==> config.mk <==
export PLATFORM = sky130hd
export DESIGN_NAME = bypass_network
export DESIGN_NICKNAME = d
export VERILOG_FILES = /design/src/rtl/bypass_network.sv
export SDC_FILE = /design/constraint.sdc
export NUM_CORES = 1
export LEC_CHECK = 0
export CORE_UTILIZATION = 52
export CTS_CLUSTER_SIZE = 40
export DETAILED_ROUTE_END_ITERATION = 6
export DONT_BUFFER_PORTS = 1
export GPL_TIMING_DRIVEN = 1
export HOLD_SLACK_MARGIN = 0.08
export PLACE_DENSITY = 0.77
export SETUP_SLACK_MARGIN = 0.05
export SKIP_CTS_REPAIR_TIMING = 1
export SLEW_MARGIN = 20
export SYNTH_ARGS = -nofsm -noshare
export SYNTH_HDL_FRONTEND = slang
export SYNTH_SLANG_ARGS = --single-unit
==> constraint.sdc <==
create_clock -name CLK -period 7.88 [get_ports CLK]
set_input_delay 1.576 -clock CLK [delete_from_list [all_inputs] [get_ports CLK]]
set_output_delay 1.576 -clock CLK [all_outputs]
set_load 0.01 [all_outputs]
==> src/rtl/bypass_network.sv <==
// Operand bypass network: per-port forwarding from EX/MEM, MEM/WB, a retired
// writeback history and the register file, plus load-use stall tracking.
module bypass_network #(
    parameter int DATA_W  = 32,
    parameter int REG_W   = 5,
    parameter int NREAD   = 2,
    parameter int HIST    = 2,
    parameter int TIMEOUT = 255
) (
    input  logic                    CLK,
    input  logic                    nRST,
    input  logic                    en,
    input  logic                    ex_wen,
    input  logic                    ex_isload,
    input  logic [REG_W-1:0]        ex_rd,
    input  logic [DATA_W-1:0]       ex_data,
    input  logic                    dhit,
    input  logic                    mem_wen,
    input  logic [REG_W-1:0]        mem_rd,
    input  logic [DATA_W-1:0]       mem_data,
    input  logic [NREAD*REG_W-1:0]  src_rs,
    input  logic [NREAD*DATA_W-1:0] src_rfdata,
    output logic [NREAD*DATA_W-1:0] opnd,
    output logic [NREAD*2-1:0]      fwd_sel,
    output logic                    stall,
    output logic [31:0]             stall_cnt,
    output logic                    timeout
);

    localparam int WAIT_W = ($clog2(TIMEOUT + 1) > 8) ? $clog2(TIMEOUT + 1) : 8;
    localparam logic [WAIT_W-1:0] WAIT_LAST = WAIT_W'(TIMEOUT - 1);
    localparam logic [WAIT_W-1:0] WAIT_MAX  = WAIT_W'(TIMEOUT);
    localparam logic ST_RUN  = 1'b0;
    localparam logic ST_WAIT = 1'b1;

    logic              hist_vld_r  [HIST];
    logic [REG_W-1:0]  hist_rd_r   [HIST];
    logic [DATA_W-1:0] hist_data_r [HIST];

    logic                    state_r;
    logic                    state_nx_s;
    logic                    waiting_s;
    logic [WAIT_W-1:0]       wait_cnt_r;
    logic [31:0]             stall_cnt_r;
    logic                    timeout_r;
    logic                    hazard_s;
    logic                    stall_s;
    logic [NREAD*DATA_W-1:0] opnd_s;
    logic [NREAD*2-1:0]      fwd_sel_s;

    // Retired-writeback history: shift in the MEM/WB writeback when the pipe advances
    always_ff @(posedge CLK) begin
        if (!nRST) begin
            for (int i = 0; i < HIST; i++) begin
                hist_vld_r[i] <= 1'b0;
            end
        end else if (en) begin
            hist_vld_r[0]  <= mem_wen && (mem_rd != '0);
            hist_rd_r[0]   <= mem_rd;
            hist_data_r[0] <= mem_data;
            for (int i = 1; i < HIST; i++) begin
                hist_vld_r[i]  <= hist_vld_r[i-1];
                hist_rd_r[i]   <= hist_rd_r[i-1];
                hist_data_r[i] <= hist_data_r[i-1];
            end
        end
    end

    // Per-port source selection and load-use hazard detection
    always_comb begin : fwd_mux
        logic [REG_W-1:0]  rs_v;
        logic [DATA_W-1:0] data_v;
        logic [1:0]        sel_v;
        hazard_s  = 1'b0;
        opnd_s    = '0;
        fwd_sel_s = '0;
        rs_v      = '0;
        data_v    = '0;
        sel_v     = 2'd0;
        for (int p = 0; p < NREAD; p++) begin
            rs_v   = src_rs[p*REG_W +: REG_W];
            data_v = src_rfdata[p*DATA_W +: DATA_W];
            sel_v  = 2'd0;
            if (rs_v == '0) begin
                sel_v = 2'd0;
            end else if (ex_wen && (ex_rd == rs_v)) begin
                sel_v  = 2'd1;
                data_v = ex_data;
                if (ex_isload && !dhit) begin
                    hazard_s = 1'b1;
                end else begin
                    hazard_s = hazard_s;
                end
            end else if (mem_wen && (mem_rd == rs_v)) begin
                sel_v  = 2'd2;
                data_v = mem_data;
            end else begin
                // Scan oldest to newest so the newest duplicate wins
                for (int h = HIST - 1; h >= 0; h--) begin
                    if (nRST && hist_vld_r[h] && (hist_rd_r[h] == rs_v)) begin
                        sel_v  = 2'd3;
                        data_v = hist_data_r[h];
                    end else begin
                        sel_v = sel_v;
                    end
                end
            end
            opnd_s[p*DATA_W +: DATA_W] = data_v;
            fwd_sel_s[p*2 +: 2]        = sel_v;
        end
    end

    // Stall request is masked while reset is held
    always_comb begin
        stall_s = nRST && hazard_s;
    end

    // Wait FSM state register
    always_ff @(posedge CLK) begin
        if (!nRST) begin
            state_r <= ST_RUN;
        end else begin
            state_r <= state_nx_s;
        end
    end

    // Wait FSM next state: stay in WAIT exactly while the hazard persists
    always_comb begin
        state_nx_s = ST_RUN;
        case (state_r)
            ST_RUN:  state_nx_s = hazard_s ? ST_WAIT : ST_RUN;
            ST_WAIT: state_nx_s = hazard_s ? ST_WAIT : ST_RUN;
            default: state_nx_s = ST_RUN;
        endcase
    end

    // Wait FSM output decode
    always_comb begin
        waiting_s = 1'b0;
        case (state_r)
            ST_WAIT: waiting_s = 1'b1;
            ST_RUN:  waiting_s = 1'b0;
            default: waiting_s = 1'b0;
        endcase
    end

    // Wait-length counter, sticky timeout and saturating stall counter
    always_ff @(posedge CLK) begin
        if (!nRST) begin
            wait_cnt_r  <= '0;
            timeout_r   <= 1'b0;
            stall_cnt_r <= 32'd0;
        end else begin
            if (waiting_s) begin
                if (wait_cnt_r != WAIT_MAX) begin
                    wait_cnt_r <= wait_cnt_r + WAIT_W'(1);
                end
                if (wait_cnt_r == WAIT_LAST) begin
                    timeout_r <= 1'b1;
                end
            end else begin
                wait_cnt_r <= '0;
            end
            if (stall_s && (stall_cnt_r != 32'hFFFF_FFFF)) begin
                stall_cnt_r <= stall_cnt_r + 32'd1;
            end
        end
    end

    assign opnd      = opnd_s;
    assign fwd_sel   = fwd_sel_s;
    assign stall     = stall_s;
    assign stall_cnt = stall_cnt_r;
    assign timeout   = timeout_r;

endmodule

==> results.txt <==
Outcome -> finished with violations
Failing checks -> DRC
IO Pins -> 257
Synth Flop Type -> edfxtp_1
Grt ovf -> 0
Gr usage total -> 0.303
Final Hold Viols -> 0
CP Capture Type -> output pin
Worst path top cell family by delay -> simple AND/OR/NAND/NOR gates
CP max-delay cell -> nor3_4
R2R depth -> 6
Post-synthesis sequential area ratio -> 0.411
Classification of the worst setup path -> in2out
Top cells by count, synth -> edfxtp_1 (76), mux2i_1 (67), a222oi_1 (64), nor2_1 (58), nand2_1 (57)
Clock buffer depth -> 2
Cell-by-cell trace of the critical path -> xor2_1 -> or4b_4 -> nor3_4 -> buf_4 -> mux2i_1 -> o21ai_0
Die Width -> 123 um
Share of post-route cells with drive strength above 1 -> 0.120
Residual DRC -> 13
Antenna violations before repair -> 0
Pin count of the biggest net entering global routing -> 76
Worst Path Required -> 6.30 ns
Leak Pwr -> 2.96 nW
Hold Slack -> 0.478 ns
Area of the multi-input gates -> 4100 um^2
CTS root buffer -> clkbuf_16
Skew final -> 0.00641 ns
Register Area -> 3120 um^2
DR pass1 iterations -> 7
Crit-path max FO -> 22
PD cells -> 195 nW/um^2
Final HPWL DP -> 15,700 um
Final period util -> 0.711
Worst path max stage delay -> 0.73 ns
Seq cells post-synth -> 118
Worst path arrival time -> 4.02 ns
TritonCTS clock tree -> built
Layout area overhead -> 7.39%
Synth area leader -> edfxtp_1
Worst slew pin tran -> 0.985 ns
Vias/cell -> 7.33
Main area contributors after synthesis -> edfxtp_1 (30%), dfxtp_1 (11%), mux2i_1 (8.8%)
Post-layout minimum cycle time -> 5.60 ns
Final wirelength -> 23,300 um
TNS Setup -> 0 ns
Gpl congestion -> 0.907
Unrepaired setup endpoints after global routing -> false
CTS sink cnt -> 118
Initial Util -> 0.540
Fmax -> 0.179 GHz
Die ar. -> 15,100 um^2
Vias in the first global route -> 6,477
Final setup fails -> 0
Post-Syn Area per Cell -> 10.1 um^2
Row count -> 43
DRT antenna net count -> 0
WHS Path Cells -> 0
Max-cap violations -> 0
Fin. max-slew vios -> 0
H-tree levels -> 4
Post-synth EDFFs -> 76
IO Port Bufs -> 0
Cell variety after synth -> 46
Critical Path Stages -> 6
Syn Inst Count -> 754
Buf/Inv on CP -> 1
Peak VDD IR -> 0.131 mV
Core Area -> 14,000 um^2
Die height -> 123 um
Via count -> 6,674
Layout Nets -> 876
Yosys top cell area share -> 0.301
Clock Pin Slew Worst Setup and Hold Paths -> 0.05 ns
Cell Count, Final, Fillers Out -> 911
Worst Setup Start Kind -> input port
WL per Instance -> 25.6 um
# diodes -> 0
Count leader, synth -> edfxtp_1
Net Count, Synth -> 912
# fillers -> 1,151
DP Worst Slack -> 2.34 ns
Worst slew margin -> 0.342
Placed cells -> 879
Setup slack after layout -> 2.28 ns
Final core utilization -> 0.580
First-pass GRT wire length -> 34,300 um
Hold Path Class -> reg2reg
Initial DRC count -> 832
Yosys Warn Count -> 0
Async S/R FF share, synth -> 0
Num CTS Buffers -> 17
Clock Latency Late Sink -> 0.42 ns
Synth Cell Area -> 7590 um^2
cells by family after synthesis:
kind of cell               synth area share
and+or+nand+nor                       0.143
AOI/OAI and AO/OA                     0.198
xor gates and xnor gates             0.0565
adders and majority gates           0.00495
muxes                                 0.136
DFF                                   0.411
buffers and inverters                0.0499
flip-flops by register name (all words and copies together), names as in the netlist:
| signal | flops |
|---|---|
| hist_data_r | 64 |
| hist_rd_r | 10 |
| hist_vld_r | 2 |
| stall_cnt | 32 |
| state_r | 1 |
| timeout | 1 |
| wait_cnt_r | 8 |
report_power, final:
part	total [W]	switching [W]	internal, W
sequential	0.000700	0.0000157	0.000684
clock	0.000749	0.000268	0.000481
combinational	0.000137	0.0000840	0.0000534
layer usage:
metal,GRT usage,wire (um),vias to the layer above
met5,0,0,-
met4,0.139,696,0
met3,0.111,2690,66
met2,0.491,11100,470
met1,0.356,8820,3235
li1,-,-,2903
cell type report:
class                      count  area share
sequential                   118       0.383
clock inverter                 6     0.00399
timing repair buffer          11      0.0101
tap                          180      0.0276
clock buffer                  26      0.0679
inverter                       9     0.00414
multi-input combinational    561       0.503
path summary, 6_finish.rpt:
path,from,end,slack (ns)
max reg2reg,stall_cnt[7],stall_cnt[25],5.47
min,hist_data_r[0][12],hist_data_r[0][44],0.48
min reg2reg,hist_data_r[0][12],hist_data_r[0][44],0.48
max,src_rs[4],opnd[31],2.28
layout by cell type, fill, tap and decap left out, types with 4 or more instances in the layout:
cell,netlist,final
or2_2,5,5
o211ai_1,6,6
nor3_1,5,5
o21ai_1,30,30
o31ai_1,8,8
a31oi_1,4,4
and2_1,5,4
or3_1,14,13
a222oi_1,64,64
and3_1,4,4
clkinv_2,0,4
o2111ai_1,4,4
edfxtp_1,76,76
o21ai_0,18,18
or4_1,7,7
xor2_1,27,27
nand4_1,21,21
a21oi_1,22,22
mux2_2,32,32
mux2i_1,67,67
nor4_1,10,10
xnor2_1,22,22
nand2b_1,5,5
nand2_1,57,57
a211o_1,32,32
clkbuf_16,0,20
nor2_1,58,56
nand3_1,13,13
dfxtp_1,42,42
inv_1,9,9
buf_4,6,11
worst register-to-register path, stage by stage, from the launching register on:
cell and delay (ns):
dfxtp_1 0.52, nand4_1 0.24, or2_2 0.35, nor3_1 0.18
o211ai_1 0.34, or4_1 0.53, a21oi_1 0.17
stage by stage:
stage	total power (W)	cell area (um^2)
after floorplan	0.000826	7590
after global placement	0.000842	7560
after detailed placement	0.000847	7560
after CTS	0.00159	8150
after global routing	0.00164	8150
final	0.00159	8150
No activity file was read; power rests on OpenSTA's default activity.
